<file path="src/rtl/ps2_scan_decoder_if.sv">
// Byte-stream input and event-FIFO output bundle for the PS/2 scan decoder.
interface ps2_scan_decoder_if #(
    parameter int unsigned DEPTH = 8
);
    logic [7:0]               rx_data;
    logic                     read_data;
    logic                     pop;
    logic                     clr_ovf;
    logic [9:0]               dout;
    logic                     empty;
    logic                     full;
    logic [$clog2(DEPTH):0]   count;
    logic                     overflow;

    modport master (
        output rx_data, read_data, pop, clr_ovf,
        input  dout, empty, full, count, overflow
    );

    modport slave (
        input  rx_data, read_data, pop, clr_ovf,
        output dout, empty, full, count, overflow
    );
endinterface

</file>
<file path="src/rtl/ps2_scan_decoder.sv">
// PS/2 Set-2 scan decoder: strips E0/F0 prefixes and queues {release, extended, code} events.
module ps2_scan_decoder #(
    parameter int unsigned DEPTH          = 8,
    parameter int unsigned TIMEOUT_CYCLES = 2000000
) (
    input logic               clk,
    input logic               reset,
    ps2_scan_decoder_if.slave bus
);
    localparam int unsigned AW = $clog2(DEPTH);
    localparam int unsigned CW = $clog2(DEPTH) + 1;
    localparam int unsigned TW = (TIMEOUT_CYCLES > 1) ? $clog2(TIMEOUT_CYCLES) : 1;
    localparam logic [TW-1:0] TO_LAST  = TW'(TIMEOUT_CYCLES - 1);
    localparam logic [CW-1:0] FULL_CNT = CW'(DEPTH);

    typedef enum logic [1:0] {IDLE, EXT, BRK, EXT_BRK} state_t;

    state_t        state;
    state_t        next_on_byte;
    logic [TW-1:0] to_cnt;
    logic          read_data_q;
    logic          accept;
    logic          discard;
    logic          byte_ok;
    logic          is_e0;
    logic          is_f0;
    logic          push_req;
    logic [9:0]    push_data;

    logic [9:0]    mem [DEPTH];
    logic [AW-1:0] wr_ptr;
    logic [AW-1:0] rd_ptr;
    logic [CW-1:0] cnt;
    logic          overflow;
    logic          do_pop;
    logic          do_push;
    logic          drop;

    always_comb begin
        accept = bus.read_data & ~read_data_q;
        unique case (bus.rx_data)
            8'h00, 8'hAA, 8'hEE, 8'hFA, 8'hFC, 8'hFF: discard = 1'b1;
            default:                                  discard = 1'b0;
        endcase
        byte_ok = accept & ~discard;
        is_e0   = (bus.rx_data == 8'hE0);
        is_f0   = (bus.rx_data == 8'hF0);
    end

    // Decode the next state and any completed event for the byte on the bus this cycle.
    always_comb begin
        next_on_byte = state;
        push_req     = 1'b0;
        push_data    = {2'b00, bus.rx_data};
        unique case (state)
            IDLE: begin
                if (is_e0)      next_on_byte = EXT;
                else if (is_f0) next_on_byte = BRK;
                else            push_req     = byte_ok;
            end
            EXT: begin
                if (is_f0)       next_on_byte = EXT_BRK;
                else if (!is_e0) begin
                    push_req     = byte_ok;
                    push_data    = {2'b01, bus.rx_data};
                    next_on_byte = IDLE;
                end
            end
            BRK: begin
                if (is_e0)       next_on_byte = EXT_BRK;
                else if (!is_f0) begin
                    push_req     = byte_ok;
                    push_data    = {2'b10, bus.rx_data};
                    next_on_byte = IDLE;
                end
            end
            EXT_BRK: begin
                if (!is_e0 && !is_f0) begin
                    push_req     = byte_ok;
                    push_data    = {2'b11, bus.rx_data};
                    next_on_byte = IDLE;
                end
            end
            default: next_on_byte = IDLE;
        endcase
    end

    // Discarded bytes leave both state and timeout counter untouched.
    always_ff @(posedge clk) begin
        if (reset) begin
            state       <= IDLE;
            to_cnt      <= '0;
            read_data_q <= 1'b0;
        end else begin
            read_data_q <= bus.read_data;
            if (byte_ok) begin
                state  <= next_on_byte;
                to_cnt <= '0;
            end else if (!accept) begin
                if (state == IDLE) begin
                    to_cnt <= '0;
                end else if (to_cnt == TO_LAST) begin
                    state  <= IDLE;
                    to_cnt <= '0;
                end else begin
                    to_cnt <= to_cnt + TW'(1);
                end
            end
        end
    end

    always_comb begin
        do_pop  = bus.pop && (cnt != '0);
        do_push = push_req && ((cnt != FULL_CNT) || do_pop);
        drop    = push_req && (cnt == FULL_CNT) && !do_pop;
    end

    always_ff @(posedge clk) begin
        if (do_push) mem[wr_ptr] <= push_data;
    end

    always_ff @(posedge clk) begin
        if (reset) begin
            wr_ptr   <= '0;
            rd_ptr   <= '0;
            cnt      <= '0;
            overflow <= 1'b0;
        end else begin
            if (do_push) wr_ptr <= wr_ptr + AW'(1);
            if (do_pop)  rd_ptr <= rd_ptr + AW'(1);
            unique case ({do_push, do_pop})
                2'b10:   cnt <= cnt + CW'(1);
                2'b01:   cnt <= cnt - CW'(1);
                default: cnt <= cnt;
            endcase
            if (drop)             overflow <= 1'b1;
            else if (bus.clr_ovf) overflow <= 1'b0;
        end
    end

    assign bus.dout     = (cnt == '0) ? '0 : mem[rd_ptr];
    assign bus.empty    = (cnt == '0);
    assign bus.full     = (cnt == FULL_CNT);
    assign bus.count    = cnt;
    assign bus.overflow = overflow;
endmodule

</file>
<file path="src/flat_wrapper.sv">
// flat-port wrapper written by rule: the top's interface ports become plain ports
module ps2_scan_decoder_flat 
#(
    parameter int unsigned DEPTH          = 8,
    parameter int unsigned TIMEOUT_CYCLES = 2000000
)
  (clk, reset, bus_rx_data, bus_read_data, bus_pop, bus_clr_ovf, bus_dout, bus_empty, bus_full, bus_count, bus_overflow);
  ps2_scan_decoder_if #(.DEPTH(DEPTH)) bus_i ();
  input logic clk;
  input logic reset;
  input wire logic [$bits(bus_i.rx_data)-1:0] bus_rx_data;
  input wire logic [$bits(bus_i.read_data)-1:0] bus_read_data;
  input wire logic [$bits(bus_i.pop)-1:0] bus_pop;
  input wire logic [$bits(bus_i.clr_ovf)-1:0] bus_clr_ovf;
  output wire logic [$bits(bus_i.dout)-1:0] bus_dout;
  output wire logic [$bits(bus_i.empty)-1:0] bus_empty;
  output wire logic [$bits(bus_i.full)-1:0] bus_full;
  output wire logic [$bits(bus_i.count)-1:0] bus_count;
  output wire logic [$bits(bus_i.overflow)-1:0] bus_overflow;
  assign bus_i.rx_data = bus_rx_data;
  assign bus_i.read_data = bus_read_data;
  assign bus_i.pop = bus_pop;
  assign bus_i.clr_ovf = bus_clr_ovf;
  assign bus_dout = bus_i.dout;
  assign bus_empty = bus_i.empty;
  assign bus_full = bus_i.full;
  assign bus_count = bus_i.count;
  assign bus_overflow = bus_i.overflow;
  ps2_scan_decoder #(.DEPTH(DEPTH), .TIMEOUT_CYCLES(TIMEOUT_CYCLES)) u_core (.clk(clk), .reset(reset), .bus(bus_i));
endmodule
</file>
<file path="config.mk">
export PLATFORM = sky130hd
export DESIGN_NAME = ps2_scan_decoder_flat
export DESIGN_NICKNAME = d
export VERILOG_FILES = /design/src/rtl/ps2_scan_decoder_if.sv /design/src/rtl/ps2_scan_decoder.sv /design/src/flat_wrapper.sv
export SDC_FILE = /design/constraint.sdc
export NUM_CORES = 1
export LEC_CHECK = 0
export BUFFER_PORTS_ARGS = -buffer_cell sky130_fd_sc_hd__buf_2
export CAP_MARGIN = 25
export CORE_ASPECT_RATIO = 0.75
export CORE_UTILIZATION = 35
export CTS_CLUSTER_DIAMETER = 50
export DETAILED_ROUTE_END_ITERATION = 10
export GPL_TIMING_DRIVEN = 0
export PLACE_DENSITY = 0.54
export SLEW_MARGIN = 10
export SYNTH_ARGS = -nofsm -noshare
export SYNTH_HDL_FRONTEND = slang
export SYNTH_SLANG_ARGS = --single-unit
</file>
<file path="constraint.sdc">
create_clock -name clk -period 4.3 [get_ports clk]
set_clock_uncertainty 0.2 [all_clocks]
set_input_delay 0.86 -clock clk [delete_from_list [all_inputs] [get_ports clk]]
set_output_delay 0.86 -clock clk [all_outputs]
set_load 0.03 [all_outputs]
</file>
==> results_dict.tcl, run 1 <==
set metrics [dict create \
    multi_input_area_sq_mm 0.00203 \
    hold_class "reg2reg" \
    tightest_slew_ns 0.902 \
    timing.slew.headroom_pct 39.9 \
    start_util_pct 36.0 \
    worst-setup-path-type "in2reg" \
    ys_warn_count 0 \
    crit_path_cell_trace "buf_2 -> or4_1 -> or2_4 -> o21ai_4 -> nor3_4 -> inv_2 -> ha_1 -> xor2_1 -> ha_1 -> a21oi_1 -> xor2_1 -> or3_1 -> a21oi_1" \
    ant_nets 0 \
    seqCellArea_sq_mm 0.00316 \
    regToRegSetupSlack_ns 1.03 \
    pin_count 30 \
    timing.rr.start "u_core.bus.count[1]" \
    outcome "finished clean" \
    worstHoldEndpoint "u_core.to_cnt[1]" \
    syn_area_sq_mm 0.00524 \
    vias 3242 \
    p_int_w 0.00245 \
    ff2ff_path_depth 12 \
    p_comb_share_pct 20.9 \
    numCtsBuffers 17 \
    yosysTopAreaCellShare_pct 45.8 \
    synthArstFlopShare_pct 0 \
    cp_slowest_stage_delay_ns 0.58 \
    switchingPower_w 0.00104 \
    wl_per_cell_microns 16.8 \
    wirelength_microns 10900 \
    antenna_found_initial 0 \
    dr.pass1.iters 4 \
    postCtsHoldBufs 0 \
    whs_path_depth 2 \
    slew_viol_final 0 \
    synth_top_area_cell "edfxtp_1" \
    nFillCells 1342 \
    drv_cap 0 \
    cp_num_buf_inv 2 \
    ys.flop_type "edfxtp_1" \
    layout-drive-gt1-share_pct 29.3 \
    clockRootBuffer "clkbuf_16" \
    ys_top_cells_by_area "edfxtp_1, dfxtp_1, mux4_2" \
    drt_iter0_drc 234 \
    insertion_delay_ns 0.41 \
    diodes 0 \
    dpl_worst_slack_ns 0.365 \
    peakVddDrop_v 0.000283 \
    start_kind "primary input" \
    grt_pass1_wl_microns 18000 \
    vias_per_cell 4.99 \
    arrival_ns 3.67 \
    seqPwrFrac_pct 36.9 \
    grt_max_degree 17 \
    gp_congestion 0.743 \
    hold_viol_final 0 \
    drc 0 \
    grt_use_total_pct 15.9 \
    fin_crit_sh_pct 82.1 \
    r2r_end "u_core.bus.count[2]" \
    period_needed_ns 3.53 \
    cts_tree "yes" \
    synth-edff-count 80 \
    p_leak_nw 2.13 \
    cts.sinks 118 \
    cts_setup_buffers 0 \
    synth_cells 379 \
    fp-row-count 38 \
    utilization_pct 44.0 \
    hpwl_microns 7520 \
    die_area_sq_mm 0.0155 \
    cts_resized 0 \
    grt-ovfl-total 0 \
    min_from "u_core.to_cnt[1]" \
    slowest_stage "or4_1" \
    max_freq_ghz 0.283 \
    crit_fanout 13 \
    cp_top_family "simple AND/OR/NAND/NOR gates" \
    area_growth_pct 22.1 \
    grt_pass1_vias 3286 \
    synth_nets 398 \
    powerDensity_mw_per_mm2 545 \
    ys_ff_latch 118 \
    port_buffers 29 \
    htree_levels 4 \
    syn_avg_cell_area_sq_um 13.8 \
    final_nets 456 \
    seq_area_frac_synth_pct 60.3 \
    power.share.switching_pct 29.9 \
    finalWorstSetupSlack_ns 0.770 \
    setup_viol 0 \
    ys_types 62 \
    crit_required_ns 4.44 \
    cp-end-kind "flop" \
    die_w_microns 143 \
    tns_ns 0 \
    die_y_microns 108 \
    clk_pin_slew_ns 0.06 \
    core_sq_mm 0.0145 \
    clkPwrFrac_pct 42.2 \
    rsz0062_at_grt "no" \
    cts_buffer_depth 2 \
]
## sequential cells by signal, summed over array words and instances (netlist names), named ones only
register             count
u_core.wr_ptr            3
u_core.to_cnt           21
u_core.state             2
u_core.read_data_q       1
u_core.rd_ptr            3
u_core.bus.overflow      1
u_core.bus.count         4
u_core.mem              80
## per-layer routing
layer	GRT usage [%]	share of wire, %	vias to the layer above
li1	-	-	1563
met1	20.5	46	1613
met2	25.9	49	52
met3	4.25	3.4	14
met4	5.70	1.3	0
met5	0	0	-
## synthesized netlist by cell type, types with 3 or more instances
cell      count
a21oi_1      10
and3_1        4
buf_1         4
buf_2         3
clkbuf_1      6
dfxtp_1      38
edfxtp_1     80
ha_1          6
inv_1         6
mux2i_1      14
mux4_2       20
nand2_1      26
nand2b_1      3
nand3_1      11
nand4_1       7
nand4b_1      3
nor2_1       33
nor2_2       11
nor2b_1       5
nor3_1        7
nor4_1        6
nor4b_2       4
o21ai_0       7
o21ai_1       3
xor2_1       18
## cell families after synthesis
kind of cell | count (synthesis) | synth area share (%)
buf+inv | 22 | 1.93
flops | 118 | 60.3
simple gates | 140 | 15.6
compound gates | 38 | 5.80
mux | 35 | 11.5
fa+ha+maj | 6 | 1.43
xor+xnor | 20 | 3.34
## worst register-to-register path, delay by kind of cell (launching register included)
family | cells | cell delay, ns
adders and majority gates | 2 | 0.47
xor gates and xnor gates | 2 | 0.33
buffers and inverters | 2 | 0.44
and+or+nand+nor | 3 | 1.02
AOI/OAI and AO/OA | 3 | 0.43
DFF | 1 | 0.31
## worst max-delay path by stage
stage                   startpoint                   to  slack (ns)  cells past startpoint
detailed placement  bus_rx_data[0]  u_core.bus.count[2]        0.37                     13
global route        bus_rx_data[5]  u_core.bus.count[2]        0.50                     14
finish              bus_rx_data[0]  u_core.bus.count[2]        0.77                     13
CTS                 bus_rx_data[0]  u_core.bus.count[2]        0.77                     13
floorplan            bus_read_data     u_core.mem[0][0]        0.89                      7
global placement    bus_rx_data[1]     u_core.mem[0][0]       -0.50                      7
## layout by cell type (no fill, tap or decap), types with 3 or more instances in the layout
cell | Yosys | final
edfxtp_1 | 80 | 80
dfxtp_1 | 38 | 38
buf_2 | 3 | 33
nor2_1 | 33 | 33
nand2_1 | 26 | 26
mux4_2 | 20 | 20
xor2_1 | 18 | 18
clkbuf_16 | 0 | 17
mux2i_1 | 14 | 14
nand3_1 | 11 | 11
nor2_2 | 11 | 11
a21oi_1 | 10 | 10
buf_6 | 2 | 7
nand4_1 | 7 | 7
o21ai_0 | 7 | 7
clkbuf_1 | 6 | 6
inv_1 | 6 | 6
ha_1 | 6 | 6
nor2b_1 | 5 | 5
nor4_1 | 6 | 4
buf_1 | 4 | 4
nor3_1 | 7 | 4
and3_1 | 4 | 4
clkinv_4 | 0 | 4
inv_6 | 0 | 4
buf_4 | 0 | 4
nor4b_4 | 0 | 3
nor3_2 | 0 | 3
o21ai_1 | 3 | 3
nand2b_1 | 3 | 3
nand4b_1 | 3 | 3
bufinv_16 | 0 | 3
## stage by stage
| step | hold WS (ns) | std cells | total power (W) | area (sq um) |
|---|---|---|---|---|
| detailed placement | 0.276 | 618 | 0.00205 | 5780 |
| floorplan | 0.249 | 379 | 0.00183 | 5240 |
| global placement | 0.257 | 608 | 0.00203 | 5640 |
| CTS | 0.282 | 650 | 0.00353 | 6400 |
| global route | 0.314 | 650 | 0.00364 | 6400 |
| finish | 0.283 | 650 | 0.00349 | 6400 |
## power by group through the flow
stage | clock, W | combinational (W) | sequential [W]
after floorplan | 0 | 0.000500 | 0.00133
after global placement | 0 | 0.000717 | 0.00131
after global routing | 0.00155 | 0.000797 | 0.00130
after CTS | 0.00150 | 0.000743 | 0.00129
final | 0.00147 | 0.000730 | 0.00129
after detailed placement | 0 | 0.000740 | 0.00131
## final cells by class
type / instances / share of cell area [%]
plain buffers: 15 / 1.17
clock buffers: 17 / 6.64
clock inverters: 15 / 3.05
inverters: 7 / 0.410
multi-input cells: 239 / 31.7
flip-flops and latches: 118 / 49.4
well taps: 200 / 3.91
repair buffers: 39 / 3.69
(Power assumes the default switching activity.)
==> run 2: changes to the inputs <==
--- a/config.mk
+++ b/config.mk
@@ -5,6 +5,7 @@
 export SDC_FILE = /design/constraint.sdc
 export NUM_CORES = 1
 export LEC_CHECK = 0
+export ABC_AREA = 1
 export BUFFER_PORTS_ARGS = -buffer_cell sky130_fd_sc_hd__buf_2
 export CAP_MARGIN = 25
 export CORE_ASPECT_RATIO = 0.75
@@ -12,7 +13,7 @@
 export CTS_CLUSTER_DIAMETER = 50
 export DETAILED_ROUTE_END_ITERATION = 10
 export GPL_TIMING_DRIVEN = 0
-export PLACE_DENSITY = 0.54
+export PLACE_DENSITY = 0.55
 export SLEW_MARGIN = 10
 export SYNTH_ARGS = -nofsm -noshare
 export SYNTH_HDL_FRONTEND = slang
==> constraint.sdc (replaced) <==
create_clock -name clk -period 2.9 [get_ports clk]
set_clock_uncertainty 0.2 [all_clocks]
set_input_delay 0.58 -clock clk [delete_from_list [all_inputs] [get_ports clk]]
set_output_delay 0.58 -clock clk [all_outputs]
set_load 0.03 [all_outputs]
==> run 2 against run 1 <==
Sequential cell count stayed put. Highest routed layer unchanged. Largest cell class unchanged. Synthesized area rose by 4.8%. Non-clock buffer count down 5. Final cell count rose by 34%.
==> results_dict.tcl, run 2 <==
set metrics [dict create \
    setup_viol 0 \
    outcome "finished clean" \
    clkPwrFrac_pct 39.6 \
    synthTopCellsByCount "nor2_1, nand2_1, edfxtp_1" \
    die_w_microns 147 \
    vias 4328 \
    die_area_sq_mm 0.0162 \
    timing.rr.start "u_core.read_data_q" \
    start_kind "flop" \
    regToRegSetupSlack_ns 0.33 \
    dpl_worst_slack_ns -0.413 \
    crit_path_frequent_cell "nor2_1" \
    insertion_delay_ns 0.42 \
    cts_setup_buffers 0 \
    ys_warn_count 0 \
    hold_class "in2reg" \
    layout-drive-gt1-share_pct 17.6 \
    port_buffers 29 \
    tns_ns 0 \
    wirelength_microns 13100 \
    ys_ff_latch 118 \
    crit_fanout 10 \
    synth_top_area_cell "edfxtp_1" \
    wl_per_cell_microns 15.0 \
    hold_viol_final 0 \
    cp-end-kind "output port" \
    dr.pass1.iters 6 \
    timing.slew.headroom_pct 57.8 \
    fp-row-count 39 \
    grt_use_total_pct 17.6 \
    fin_hold_ws_ns 0.192 \
    layout_commonest_cell "nor2_1" \
    yosysTopAreaCellShare_pct 43.7 \
    p_comb_share_pct 26.0 \
    switchingPower_w 0.00182 \
    regMostFlops "u_core.mem" \
    syn_avg_cell_area_sq_um 9.16 \
    seq_area_frac_synth_pct 57.5 \
    gp_congestion 0.819 \
    cp_top_family "buffers and inverters" \
    grt_max_degree 17 \
    area_growth_pct 19.8 \
    worst-setup-path-type "reg2out" \
    power.share.switching_pct 32.2 \
    drc 0 \
    worstHoldEndpoint "u_core.read_data_q" \
    antenna_found_initial 0 \
    slew_viol_final 0 \
    largest_reg_flops 80 \
    cp_slowest_stage_delay_ns 0.41 \
    syn_area_sq_mm 0.00550 \
    fin_crit_sh_pct 96.2 \
    pin_count 30 \
    start_util_pct 36.0 \
    ff2ff_path_depth 11 \
    cts_tree "yes" \
    ys_top_cells_by_area "edfxtp_1, dfxtp_1, nor2_1" \
    synth_nets 619 \
    placed_cells 834 \
    die_y_microns 111 \
    grt_pass1_vias 4154 \
    p_int_w 0.00382 \
    cts_buffer_depth 2 \
    ant_nets 0 \
    htree_levels 4 \
    synth-edff-count 80 \
    seqPwrFrac_pct 34.4 \
    worst-path-stages 6 \
    final_nets 670 \
    core_sq_mm 0.0153 \
    cp_num_buf_inv 2 \
    drv_cap 0 \
    ys.flop_type "edfxtp_1" \
    max_freq_ghz 0.358 \
    grt_pass1_wl_microns 21600 \
    p_leak_nw 2.52 \
    ys_types 35 \
    drt_iter0_drc 319 \
    whs_path_depth 3 \
    diodes 0 \
    grt-ovfl-total 0 \
    crit_required_ns 2.12 \
    period_needed_ns 2.79 \
    clk_pin_slew_ns 0.06 \
    slowest_stage "dfxtp_1" \
    arrival_ns 2.01 \
    finalWorstSetupSlack_ns 0.110 \
    yosysMostFrequentCell "nor2_1" \
    synth_cells 600 \
    clockRootBuffer "clkbuf_16" \
    r2r_end "u_core.bus.count[2]" \
    min_from "bus_read_data" \
    power_w 0.00564 \
    vias_per_cell 4.98 \
    nFillCells 1484 \
    layoutNonFillerInstCount 869 \
    peakVddDrop_v 0.000473 \
    final_cell_mix "nor2_1, nand2_1, edfxtp_1" \
    synthArstFlopShare_pct 0 \
    crit_path_cell_trace "clkbuf_4 -> nor2_1 -> o32ai_1 -> o21ai_0 -> nor2_1 -> buf_2" \
    hpwl_microns 8840 \
    powerDensity_mw_per_mm2 855 \
    tightest_slew_ns 0.631 \
    cts.sinks 118 \
    numCtsBuffers 17 \
]
run 2: worst max-delay path by stage:
stage,start,end,slack [ns]
after floorplan,bus_read_data,u_core.bus.count[2],0.29
after global placement,bus_rx_data[2],u_core.mem[5][0],-0.33
after detailed placement,bus_rx_data[2],u_core.mem[5][0],-0.41
after CTS,flop,bus_dout[8],0.02
after global routing,flop,bus_dout[8],-0.005
final,flop,bus_dout[8],0.11
run 2: power by group through the flow:
| stage | clock, W | combinational (W) | sequential [W] |
|---|---|---|---|
| floorplan | 0 | 0.000960 | 0.00199 |
| finish | 0.00223 | 0.00147 | 0.00194 |
| global placement | 0 | 0.00141 | 0.00197 |
| CTS | 0.00227 | 0.00144 | 0.00193 |
| detailed placement | 0 | 0.00143 | 0.00197 |
| global route | 0.00235 | 0.00162 | 0.00195 |
run 2: area by class of cell:
class	instances	area (sq um)	share of cell area (%)
clock buffers	20	437	6.63
multi-input cells	406	2060	31.3
well taps	205	256	3.89
repair buffers	32	170	2.58
inverters	59	221	3.36
plain buffers	17	96.3	1.46
flip-flops and latches	118	3160	48.0
clock inverters	12	183	2.77
run 2: per-layer routing:
| metal | wire, microns | global-route usage, % |
|---|---|---|
| met4 | 189 | 7.08 |
| met1 | 6700 | 25.5 |
| met3 | 794 | 4.83 |
| met5 | 0 | 0 |
| met2 | 5380 | 24.6 |
run 2: kinds of logic after synthesis:
logic type	after synthesis	synth area share [%]
AND/OR/NAND/NOR	304	24.6
AO/OA/AOI/OAI	89	9.92
adder cells (fa/ha/maj)	6	1.37
flip-flops	118	57.5
buffers and inverters	76	5.42
XOR/XNOR	7	1.12
run 2: per-stage QoR:
stage          util (%)  instance area (sq um)
2_1_floorplan         -                   5500
3_3_place_gp       38.6                   5900
3_5_place_dp       38.6                   5900
4_1_cts            42.7                   6530
5_1_grt            43.1                   6590
6_report           43.1                   6590
run 2: timing repair:
| item | CTS | global route |
|---|---|---|
| gates cloned | 0 | 0 |
| resized for setup | 5 | 25 |
| pin swaps | 0 | 1 |
| setup endpoints to repair | 10 | 63 |
| hold buffers | 0 | 0 |
run 2: worst register-to-register path, delay by kind of cell (launching register included):
kind | cells | cell delay (ns)
xor+xnor | 2 | 0.26
simple gates | 4 | 0.88
fa+ha+maj | 2 | 0.45
compound gates | 2 | 0.31
flops | 1 | 0.31
buf+inv | 1 | 0.05
